[src/rtl/mem_arb_pkg.sv]
// Shared types and constants for the backing-memory port arbiter.
package mem_arb_pkg;

   // Arbiter FSM: accept a request, present it to memory, wait for its response
   typedef enum logic [1:0] {
      IDLE  = 2'd0,
      ISSUE = 2'd1,
      WAIT  = 2'd2
   } arb_state_t;

   // Which requester owns the transaction in flight
   typedef enum logic {
      OWN_I = 1'b0,
      OWN_D = 1'b1
   } owner_t;

   // Byte-enable pattern of a read; fetches always use it
   localparam logic [3:0] WE_READ = 4'b0000;

endpackage

[src/rtl/arb_starve_guard.sv]
// Winner selection between fetch and data requesters. Data normally wins;
// once data has been granted STARVE_MAX times in a row while a fetch was
// waiting, the fetch is given the next grant.
module arb_starve_guard
   import mem_arb_pkg::*;
#(
   parameter int STARVE_MAX = 4
) (
   input  logic   clk,
   input  logic   rst,
   input  logic   fetch_valid,
   input  logic   data_valid,
   input  logic   grant,
   input  owner_t grant_owner,
   output owner_t winner
);

   localparam int CNT_W = $clog2(STARVE_MAX + 1);
   localparam logic [CNT_W-1:0] CNT_MAX = CNT_W'(STARVE_MAX);

   logic [CNT_W-1:0] starve_cnt;

   // Data wins unless the waiting fetch has been passed over too often
   always_comb begin
      winner = OWN_I;
      if (data_valid && !(fetch_valid && (starve_cnt == CNT_MAX)))
         winner = OWN_D;
   end

   // Count consecutive data grants taken while a fetch was pending
   always_ff @(posedge clk) begin
      if (rst) begin
         starve_cnt <= '0;
      end else if (grant) begin
         if ((grant_owner == OWN_D) && fetch_valid) begin
            if (starve_cnt != CNT_MAX)
               starve_cnt <= starve_cnt + CNT_W'(1);
         end else begin
            starve_cnt <= '0;
         end
      end
   end

endmodule

[src/rtl/mem_port_arbiter.sv]
// Shares one request/response memory port between instruction fetch and
// data access, one transaction at a time, and produces the pipeline stall.
module mem_port_arbiter
   import mem_arb_pkg::*;
#(
   parameter int ADDR_W     = 32,
   parameter int DATA_W     = 32,
   parameter int STARVE_MAX = 4
) (
   input  logic              clk,
   input  logic              rst,
   input  logic              i_req_valid,
   input  logic [ADDR_W-1:0] i_req_addr,
   output logic              i_req_ready,
   output logic              i_resp_valid,
   output logic [DATA_W-1:0] i_resp_data,
   input  logic              d_req_valid,
   input  logic [ADDR_W-1:0] d_req_addr,
   input  logic [3:0]        d_req_we,
   input  logic [DATA_W-1:0] d_req_wdata,
   output logic              d_req_ready,
   output logic              d_resp_valid,
   output logic [DATA_W-1:0] d_resp_data,
   output logic              mem_req_valid,
   output logic [ADDR_W-1:0] mem_req_addr,
   output logic [3:0]        mem_req_we,
   output logic [DATA_W-1:0] mem_req_wdata,
   input  logic              mem_req_ready,
   input  logic              mem_resp_valid,
   input  logic [DATA_W-1:0] mem_resp_data,
   output logic              stall
);

   arb_state_t        state, state_nxt;
   owner_t            owner, winner;
   logic              grant;
   logic [ADDR_W-1:0] addr_q;
   logic [3:0]        we_q;
   logic [DATA_W-1:0] wdata_q;

   arb_starve_guard #(
      .STARVE_MAX (STARVE_MAX)
   ) u_guard (
      .clk         (clk),
      .rst         (rst),
      .fetch_valid (i_req_valid),
      .data_valid  (d_req_valid),
      .grant       (grant),
      .grant_owner (winner),
      .winner      (winner)
   );

   // Next state, grant strobe, readies and response routing
   always_comb begin
      state_nxt     = state;
      grant         = 1'b0;
      i_req_ready   = 1'b0;
      d_req_ready   = 1'b0;
      mem_req_valid = 1'b0;
      i_resp_valid  = 1'b0;
      d_resp_valid  = 1'b0;
      case (state)
         IDLE: begin
            if (i_req_valid || d_req_valid) begin
               grant     = 1'b1;
               state_nxt = ISSUE;
               if (winner == OWN_D) d_req_ready = 1'b1;
               else                 i_req_ready = 1'b1;
            end
         end
         ISSUE: begin
            mem_req_valid = 1'b1;
            if (mem_req_ready) state_nxt = WAIT;
         end
         WAIT: begin
            if (mem_resp_valid) begin
               state_nxt = IDLE;
               if (owner == OWN_D) d_resp_valid = 1'b1;
               else                i_resp_valid = 1'b1;
            end
         end
         default: state_nxt = IDLE;
      endcase
   end

   // State register and capture of the granted request's fields
   always_ff @(posedge clk) begin
      if (rst) begin
         state   <= IDLE;
         owner   <= OWN_I;
         addr_q  <= '0;
         we_q    <= WE_READ;
         wdata_q <= '0;
      end else begin
         state <= state_nxt;
         if (grant) begin
            owner <= winner;
            if (winner == OWN_D) begin
               addr_q  <= d_req_addr;
               we_q    <= d_req_we;
               wdata_q <= d_req_wdata;
            end else begin
               addr_q  <= i_req_addr;
               we_q    <= WE_READ;
               wdata_q <= '0;
            end
         end
      end
   end

   assign mem_req_addr  = addr_q;
   assign mem_req_we    = we_q;
   assign mem_req_wdata = wdata_q;

   // Response data only shows through to the requester being answered
   assign i_resp_data = i_resp_valid ? mem_resp_data : '0;
   assign d_resp_data = d_resp_valid ? mem_resp_data : '0;

   assign stall = (state != IDLE) | i_req_valid | d_req_valid;

endmodule
[config.mk]
export PLATFORM = sky130hd
export DESIGN_NAME = mem_port_arbiter
export DESIGN_NICKNAME = d
export VERILOG_FILES = /design/src/rtl/mem_arb_pkg.sv /design/src/rtl/arb_starve_guard.sv /design/src/rtl/mem_port_arbiter.sv
export SDC_FILE = /design/constraint.sdc
export NUM_CORES = 1
export LEC_CHECK = 0
export BUFFER_PORTS_ARGS = -buffer_cell sky130_fd_sc_hd__buf_4
export CAP_MARGIN = 5
export CORE_AREA = 2 2 108 110
export DETAILED_ROUTE_END_ITERATION = 8
export DIE_AREA = 0 0 110 112
export GPL_ROUTABILITY_DRIVEN = 0
export PLACE_DENSITY = 0.79
export RECOVER_POWER = 25
export SLEW_MARGIN = 20
export SYNTH_ARGS = -nofsm -noshare
export SYNTH_HDL_FRONTEND = slang
export SYNTH_HIERARCHICAL = 1
export SYNTH_SLANG_ARGS = --single-unit
[constraint.sdc]
create_clock -name clk -period 1.8 [get_ports clk]
set_clock_uncertainty 0.1 [all_clocks]
set_input_delay 0.09 -clock clk [delete_from_list [all_inputs] [get_ports clk]]
set_output_delay 0.09 -clock clk [all_outputs]
set_load 0.01 [all_outputs]
# Word-level counts from Yosys, hierarchy flattened
# Index checks and enable logic that the tools add are counted.
dict set report totals {
  ff_bits 74
  out_inout_bits 138
  in_bits 138
  word_cells 53
}
dict set report classes {
  bitwise_logic 2
  mux 27
  reduce_logical 9
  n_eq_ne 8
  n_addsub 1
}
# operator n
set ops {}
lappend ops {{$mux W32} 4}
lappend ops {{$mux W1} 16}
lappend ops {{$ne A2 B2 Y1 const B} 4}
lappend ops {{$mux W2} 3}
lappend ops {{$mux W3} 2}
lappend ops {{$pmux W2 S3} 1}
lappend ops {{$mux W4} 1}
lappend ops {{$add A3 B1 Y3 const B} 1}
lappend ops {{$eq A3 B3 Y1 const B} 1}
lappend ops {{$logic_and A1 B1 Y1} 3}
lappend ops {{$ne A3 B3 Y1 const B} 1}
lappend ops {{$reduce_and A3 Y1} 1}
lappend ops {{$eq A2 B1 Y1 const B} 1}
lappend ops {{$eq A2 B2 Y1 const B} 1}
lappend ops {{$logic_not A2 Y1} 1}
lappend ops {{$or A1 B1 Y1} 2}
lappend ops {{$reduce_and A2 Y1} 1}
lappend ops {{$reduce_bool A2 Y1} 1}
lappend ops {{$logic_not A1 Y1} 1}
lappend ops {{$logic_or A1 B1 Y1} 1}

# Logic depth before layout (Yosys ltp)
# Gate-level depths: netlist of run 1.
dict set report logic_depth {
  ltp_word 8
  ltp_mapped 8
}

# Cells and area by module
# Netlist of run 1, hierarchy kept.
# mod instances cells_each area_each_um2
set modules_own_cells {}
lappend modules_own_cells {mem_port_arbiter 1 407 3666.0}
lappend modules_own_cells {arb_starve_guard 1 22 178.9}

# Worst setup path before layout of run 1
# No wires, ideal clock.
dict set report synth_timing {
  kind {register to register}
  from {reg u_guard.starve_cnt[0]}
  to {reg addr_q[0] (netlist: mem_req_addr[0])}
  required_ps 1554
  period_less_slack_ps 1895
  setup_slack_ps -95
  arrival_time_ps 1649
  path_buffers 2
  stages_incl_launch_ff 8
  setup_time_ps 146
  path_cell_list {dfxtp_1 > inv_1 > ha_1 > a31oi_1 > buf_2 > buf_2 > mux2i_1 > a211oi_2}
}
dict set report synth_between {
  elab_chain_cells 6
}
# item line
set synth_lines {}
lappend synth_lines {{start, declared} arb_starve_guard.sv:21} ;# logic [CNT_W-1:0] starve_cnt;
lappend synth_lines {{start signal, assigned} arb_starve_guard.sv:37} ;# starve_cnt <= starve_cnt + CNT_W'(1);
lappend synth_lines {{$eq A3 B3 Y1} arb_starve_guard.sv:26} ;# if (data_valid && !(fetch_valid && (starve_cnt == CNT_MAX)))
lappend synth_lines {{$logic_and A1 B1 Y1} arb_starve_guard.sv:26}
lappend synth_lines {{$logic_not A1 Y1} arb_starve_guard.sv:26}
lappend synth_lines {{$logic_and A1 B1 Y1} arb_starve_guard.sv:26}
lappend synth_lines {{$mux W1} arb_starve_guard.sv:26}
lappend synth_lines {{net winner} mem_port_arbiter.sv:35} ;# owner_t owner, winner;
lappend synth_lines {{$mux W32} mem_port_arbiter.sv:98} ;# if (winner == OWN_D) begin
lappend synth_lines {{end signal, assigned} mem_port_arbiter.sv:99} ;# addr_q <= d_req_addr;
lappend synth_lines {{end signal, assigned} mem_port_arbiter.sv:103} ;# addr_q <= i_req_addr;
lappend synth_lines {{end, declared} mem_port_arbiter.sv:37} ;# logic [ADDR_W-1:0] addr_q;
# The timed path passes the listed nets, and every way through them passes these cells.
# A chain may end at the register's enable or synchronous reset.

# Worst setup path in the final report of run 1
dict set report layout_timing {
  from {reg u_guard.starve_cnt[1]}
  to {reg addr_q[2] (netlist: mem_req_addr[2])}
}
# Same word-level chain as after synthesis.

==> results of run 1 <==
## cells by family after synthesis
| logic type | Yosys count | synth area share, % |
|---|---|---|
| compound gates | 148 | 25.3 |
| fa+ha+maj | 2 | 0.651 |
| buf+inv | 54 | 7.58 |
| flops | 74 | 38.5 |
| mux | 32 | 8.33 |
| simple gates | 119 | 19.6 |
## placed cells by master (no fill, tap or decap), types with 4 or more instances in the layout
cell                            Yosys  routed
sky130_fd_sc_hd__buf_4              4     237
sky130_fd_sc_hd__mux2i_1           32      25
sky130_fd_sc_hd__o21ai_0            9       9
sky130_fd_sc_hd__a21oi_1           73      73
sky130_fd_sc_hd__inv_2              1       4
sky130_fd_sc_hd__clkbuf_16          0       9
sky130_fd_sc_hd__nand4_1           38      38
sky130_fd_sc_hd__dfxtp_1           74      70
sky130_fd_sc_hd__and2_1            64      64
sky130_fd_sc_hd__o21ai_1           30      30
sky130_fd_sc_hd__dfxtp_2            0       4
sky130_fd_sc_hd__diode_2            0       5
sky130_fd_sc_hd__buf_12             0       6
sky130_fd_sc_hd__dlygate4sd3_1      0      39
sky130_fd_sc_hd__a211oi_2          29      29
sky130_fd_sc_hd__clkbuf_1          12      51
sky130_fd_sc_hd__mux2i_2            0       7
## final cells by class
cell class	count	area, sq um	share of cell area (%)
repair buffers	338	2570	38.3
multi-input cells	301	2130	31.8
flip-flops and latches	74	1490	22.1
clock buffers	9	225	3.35
well taps	143	179	2.66
clock inverters	7	82.6	1.23
inverters	6	22.5	0.335
diodes	5	12.5	0.186
## power breakdown
| part | switching [mW] | internal, mW |
|---|---|---|
| clock | 0.778 | 1.10 |
| combinational | 0.653 | 0.623 |
| sequential | 0.0819 | 1.78 |
## per-stage QoR
step	util, %	hold WS (ns)
3_5_place_dp	53.8	0.269
5_1_grt	60.1	0.0252
3_3_place_gp	53.8	0.253
4_1_cts	61.2	0.000429
2_1_floorplan	-	0.0591
6_report	60.1	0.0139
## flip-flops by register name, indices dropped and copies added (netlist names)
| name | count |
|---|---|
| mem_req_addr | 32 |
| mem_req_wdata | 32 |
| mem_req_we | 4 |
| u_guard/starve_cnt | 3 |
| state | 2 |
| owner | 1 |
## metal layers
| layer | vias to the layer above | global-route usage, % | wire length, um |
|---|---|---|---|
| met2 | 235 | 45.4 | 8320 |
| li1 | 2169 | - | - |
| met3 | 46 | 7.20 | 1400 |
| met4 | 2 | 14.6 | 697 |
| met5 | - | 0 | 10 |
| met1 | 2116 | 25.6 | 5810 |
## worst paths after layout
check / startpoint / endpoint / slack, ns / cells past startpoint
max: u_guard/starve_cnt[1] / mem_req_addr[2] / 0.04 / 8
min: d_req_addr[6] / mem_req_addr[6] / 0.01 / 3
max reg2reg: u_guard/starve_cnt[1] / mem_req_addr[2] / 0.04 / 8
min reg2reg: mem_req_wdata[10] / mem_req_wdata[10] / 0.38 / 2
## worst max-delay path: cells and delay by family (launching register included)
family	cells	cell delay, ns
buffers and inverters	4	0.48
adder cells (fa/ha/maj)	1	0.17
flip-flops	1	0.34
AO/OA/AOI/OAI	2	0.30
multiplexers	1	0.25
## repair_timing
item | CTS | global route
buffers inserted | 5 | 3
endpoints found under the hold margin | 41 | 0
hold buffers | 39 | 0
pin swaps | 1 | 2
gates cloned | 2 | 0
setup endpoints to repair | 23 | 86
gates resized for setup | 8 | 13
==> results.md, run 1 <==
STA:
- The final hold violation count is 0.
- The final count of pins violating max slew came to 0.
- Setup repair after global routing could not meet its margin everywhere.
- Setup violations remaining at the end of the flow were counted as 0.
- The post-layout worst setup margin is 0.0415 ns.
- The portion of the clock cycle consumed by the worst path in the final layout is 97.7%.
- The transition time at the pin with the least slew margin is just over 0.4 ns.
- Derived from the worst setup path, the maximum achievable clock frequency is 569 MHz.
- Summed over all failing endpoints, the final setup total negative slack is 0 ns.
- Subtracting the final worst setup slack from the clock period gives 1.76 ns.
- Measured against its own limit, the worst slew margin works out to 72.8%.

Worst setup path:
- The signal arrival time at the worst endpoint is 1.86 ns.
- The biggest fanout along the worst timing path is 8.
- The required time of the worst setup path is ~1.9 ns.
- The critical path's largest stage delay is 0.34 ns.
- The worst setup path is launched from a register.
- The signal on the critical path passes through inv_2, ha_4, a31oi_4, buf_6, buf_12, buf_4, mux2i_2, a211oi_2.
- The kind of critical path is register to register.
- On the critical path, the stage with the largest delay is an instance of sky130_fd_sc_hd__dfxtp_2.
- The element type at the critical path end is a register.

Finish:
- The area added between synthesis and finish is 74.7%.
- The finished layout holds 883 standard cells, fillers aside.
- The total non-filler cell area in the finished layout is 6720 sq um.
- The net count of the finished layout is 870.
- Fill cells in the final layout number 968.
- Of the cells placed in the final design, the portion with a size suffix greater than 1 is 42.9%.

Die:
- The die area is 12300 sq um.
- The initial core utilization is 34.4%.
- After floorplanning, the core was sized to cover 11200 sq um.
- The die outline height is between 100 and 150 um.
- The number of cell rows is 39.
- In this run the count of I/O pins placed on the die edge is 276.
- The die is ~110 um wide.

Hold path:
- The type of the worst min-delay path is primary input to register.

Yosys:
- By area the synthesized netlist is led by sky130_fd_sc_hd__dfxtp_1 39%, sky130_fd_sc_hd__and2_1 10%, sky130_fd_sc_hd__a21oi_1 9.5%.
- The per-instance average area after synthesis is between 8 and 9 sq um.
- The cell with the most instances after synthesis is sky130_fd_sc_hd__dfxtp_1.
- The most used flip-flop cell after synthesis is sky130_fd_sc_hd__dfxtp_1.
- Of the synthesized area, sequential elements account for 38.5%.
- The area of the mapped netlist is 3840 sq um.
- For this run, the number of Yosys warnings is 6.
- The number of standard cells after synthesis is 429.
- The share of flip-flops with an asynchronous set or reset after synthesis is 0%.
- The synthesized design contains 0 enable-type register cells.
- Counting flops and latches in the post-synthesis netlist gives 74.
- The number of nets produced by synthesis is between 500 and 600.
- The distinct cell type count of the synthesized netlist is 34.
- The fraction of post-synthesis cell area in the top cell type by area is approximately two fifths.
- Of all cell types, the one taking the most synthesized area is sky130_fd_sc_hd__dfxtp_1.
- The commonest cells after synthesis are 74 x sky130_fd_sc_hd__dfxtp_1, 73 x sky130_fd_sc_hd__a21oi_1, 64 x sky130_fd_sc_hd__and2_1.

Detailed routing:
- The number of detailed-routing iterations run before antenna repair is 5.
- The DRC marker count from the first detailed-route iteration is about 290.
- The routed design has ~16000 um of wire.
- The number of design rule violations left after detail routing is 0.
- The mean routed wirelength per cell is 18.4 um.
- Across all layers, the routed design uses 4568 vias.
- In the routed layout, each cell is associated on average with a via count of 5.17.
- The remaining number of nets flagged by the antenna check after routing is 0.

GRT:
- The number of antenna violations at the first check in global routing is 6.
- Summed over all layers, the global routing overflow is 0.
- The first-pass GRT wire length is roughly 24000 um.
- The overall global routing resource usage is about a quarter.
- The via count of the first global-routing pass is 4616.
- The largest net degree at the start of global routing is 71.

Clock tree:
- The total CTS buffers is 9.
- The depth of the CTS H-tree is 3.
- TritonCTS built the clock tree.
- The clock reaches the later pin of the worst-skew pair after 0.33 ns.
- The cell sitting at the root of the clock tree is a sky130_fd_sc_hd__clkbuf_16.
- The clock input transition at the sequential cells of the worst setup and hold paths is around 0.060 ns.
- CTS saw 74 sinks.
- In this run the deepest clock path goes through 2 buffers.

Job:
- The max-cap check violation count is 0.

Pwr:
- The total power draw is 5.01 mW.
- Across the VDD grid, the largest voltage drop is 0.594 mV.
- The leakage power summed over all cells is a little under 3 nW.
- The cell area power density is 746 nW/um^2.

Placement:
- Prior to clock tree synthesis, the placed netlist has a worst setup slack of -0.0359 ns.
- The placed instance count is 813.
- In this run the tool buffered the top-level ports with 275 buffer cells.
- The instance area at placement is 6020 sq um.
- The HPWL after detailed placement is 11300 um.

Status:
- The flow ran to the end, and the final reports show no timing, DRC or antenna violations.
Power figures use the tool's default switching activity.
==> run 2: changes to the inputs <==
--- a/config.mk
+++ b/config.mk
@@ -7,11 +7,12 @@
 export LEC_CHECK = 0
 export BUFFER_PORTS_ARGS = -buffer_cell sky130_fd_sc_hd__buf_4
 export CAP_MARGIN = 5
-export CORE_AREA = 2 2 108 110
+export CELL_PAD_IN_SITES_DETAIL_PLACEMENT = 0
+export CELL_PAD_IN_SITES_GLOBAL_PLACEMENT = 1
+export CORE_UTILIZATION = 25
 export DETAILED_ROUTE_END_ITERATION = 8
-export DIE_AREA = 0 0 110 112
 export GPL_ROUTABILITY_DRIVEN = 0
-export PLACE_DENSITY = 0.79
+export PLACE_DENSITY = 0.83
 export RECOVER_POWER = 25
 export SLEW_MARGIN = 20
 export SYNTH_ARGS = -nofsm -noshare
==> run 2 against run 1 <==
Against the previous run: total power fell by 0.63%; combinational power barely moved; fmax rose by 1.2%; worst hold slack got worse by 0.0017 ns; cell area rose by 0.17%; clock-buffer cell count did not move; critical path type unchanged.
==> results.md, run 2 (synthesis results as in run 1) <==
Pwr:
- The total power draw is 4.98 mW (-0.63%).
- The worst supply voltage drop on vdd is 0.398 mV (-33%).
- The leakage power summed over all cells came to 2.99 nW (+0.40%).
- The cell area power density is 740 nW/um^2 (-0.80%).

GRT:
- The overall global routing resource usage is 19.6% (-5.8 points).
- The first-pass GRT wire length is 24300 um (+2.0%).
- The via count of the first global-routing pass is 4471 (-3.1%).
- The number of antenna violations at the first check in global routing is 3 (-3).
- The sum of overflow across all layers after global routing is 0 (unchanged).
- The largest net degree at the start of global routing is 75 (+5.6%).

Worst setup path:
- The required time of the worst setup path is 1.90 ns (about the same).
- The kind of critical path is register to register.
- Traced cell by cell, the critical path runs through inv_4, ha_4, a31oi_4, bufbuf_16, mux2i_1, a211oi_2.
- The kind of launch point of the worst setup path is a register.
- The library cell contributing the largest single delay on the critical path is sky130_fd_sc_hd__bufbuf_16.
- The biggest fanout along the worst timing path is 18 (+10).
- The critical path's largest stage delay is 0.38 ns (+0.04 ns).
- The signal arrival time at the worst endpoint is 1.84 ns (-0.02 ns).
- STA classifies the critical path endpoint as a register.

STA:
- The worst hold slack after final layout is 0.0123 ns (-0.00166 ns).
- The headroom to the max-slew limit was 69.2% (-3.6 points).
- The portion of the clock cycle consumed by the worst path in the final layout is 96.5% (-1.2 points).
- The final hold violation count is 0 (unchanged).
- The count of endpoints failing setup in the final report is 0 (unchanged).
- The highest achievable clock rate is 575 MHz (+1.2%).
- The post-layout worst setup margin is 0.0622 ns (+0.0207 ns).
- The transition time at the pin with the least slew margin is 0.462 ns (+0.0533 ns).
- Setup repair after global routing could not meet its margin everywhere.
- The post-route minimum period is 1.74 ns (-0.0207 ns).
- The final count of pins violating max slew is 0 (unchanged).

Placement:
- The placed instance count is 856 (+5.3%).
- The sum of net half-perimeters after detailed placement is 11600 um (+3.2%).
- The count of buffers from port buffering is 275 (unchanged).
- The worst setup slack after placement is -0.0747 ns (-0.0388 ns).

Finish:
- The number of cells in the finished layout apart from fillers is 924 (+4.6%).
- The library cells used most frequently in the layout, excluding fill and tap cells, are 241 x sky130_fd_sc_hd__buf_4, 73 x sky130_fd_sc_hd__a21oi_1, 71 x sky130_fd_sc_hd__dfxtp_1.
- The core occupancy in the finished layout is 45.6% (-15 points).
- The fraction of final layout cells sized beyond drive strength 1 is 41.9% (-0.93 points).
- From synthesis to final layout, the design area changed by 75.0%.
- The number of nets in the layout is 872 (+0.23%).
- Leaving out fill and tap cells, the most frequent cell in the layout is sky130_fd_sc_hd__buf_4.

Detailed routing:
- The total vias in the final route is 4476 (-2.0%).
- The remaining number of nets flagged by the antenna check after routing came to 0 (unchanged).
- The number of design rule violations left after detail routing is 0 (unchanged).
- The number of detailed-routing iterations run before antenna repair is 4 (-1).
- The number of vias per cell after detailed routing is 4.84 (-6.4%).
- The aggregate routed wire length was 16000 um (-1.4%).
- The DRC marker count from the first detailed-route iteration is 232 (-19%).
- The mean routed wirelength per cell came to 17.3 um (-5.8%).

Die:
- The placeable core region is 14800 sq um (+32%).
- The number of cell rows is 44 (+13%).
- The floorplan die width is 126 um (+15%).
- The die outline height is 126 um (+13%).
- The die area came to 15900 sq um (+29%).
- The number of primary I/O pins is 276 (unchanged).
- The initial core utilization was 26.1% (-8.3 points).

Clock tree:
- TritonCTS built the clock tree.
- The latest clock arrival within the worst-skew pair is 0.33 ns (about the same).
- The clock input transition at the sequential cells of the worst setup and hold paths was 0.06 ns (about the same).
- The sink count of the clock tree was 74 (unchanged).
- The total CTS buffers is 9 (unchanged).
- The root buffer cell is sky130_fd_sc_hd__clkbuf_16.
- The clock tree buffer depth is 2 (unchanged).
- The depth of the CTS H-tree was 3 (unchanged).

Hold path:
- The min-delay analysis places its worst path in the category primary input to register.

Job:
- The max-cap check violation count is 0 (unchanged).

Status:
- The run finished with clean final reports.
-- run 2: cell types whose count changed in the layout (fill, tap and decap cells not counted), sizes merged --
cell,before,now
buf,247,249
dlygate4sd3,39,40
clkinv,0,1
clkinvlp,2,1
diode,5,3
clkbuf,60,59
-- run 2: worst max-delay path: cells and delay by family (launching register included) --
kind / cells / cell delay [ns]
buf+inv: 2 / 0.43
flops: 1 / 0.35
compound gates: 2 / 0.34
mux: 1 / 0.24
fa+ha+maj: 1 / 0.16
-- run 2: repair_timing --
action / in CTS / in global routing
cloned: 1 / 0
hold buffers: 40 / 0
resized for setup: 8 / 8
setup buffers: 5 / 3
endpoints found under the hold margin: 40 / 0
setup endpoints to repair: 15 / 53
pin swaps: 2 / 1
-- run 2: final timing paths --
kind	end	from	depth (start not counted)	slack [ns]
setup / recovery	mem_req_addr[12]	u_guard/starve_cnt[0]	6	0.06
hold / removal	u_guard/starve_cnt[0]	i_req_valid	3	0.01
setup reg to reg	mem_req_addr[12]	u_guard/starve_cnt[0]	6	0.06
hold reg to reg	mem_req_wdata[14]	mem_req_wdata[14]	2	0.38
-- run 2: per-stage QoR --
| stage | area [sq um] | TNS (ns) |
|---|---|---|
| 5_1_grt | 6730 | -0.0820 |
| 2_1_floorplan | 3850 | -0.498 |
| 6_report | 6730 | 0 |
| 3_5_place_dp | 6060 | -0.164 |
| 3_3_place_gp | 6060 | 0 |
| 4_1_cts | 6860 | 0 |
-- run 2: power breakdown --
group / internal (mW) / switching [mW]
registers: 1.78 / 0.0799
logic: 0.619 / 0.645
clock network: 1.10 / 0.764
total: 3.49 / 1.49
-- run 2: metal layers --
metal / routed length [um] / global-route usage, %
met5: 0 / 0
met4: 275 / 6.80
met3: 1130 / 5.48
met2: 8620 / 36.7
met1: 5970 / 20.8
-- run 2: layout make-up --
class	count	area, sq um
diodes	3	7.51
clock buffers	9	225
clock inverters	7	81.3
fillers	1475	8030
inverters	6	25.0
multi-input cells	301	2110
flip-flops and latches	74	1490
well taps	184	230
repair buffers	340	2560
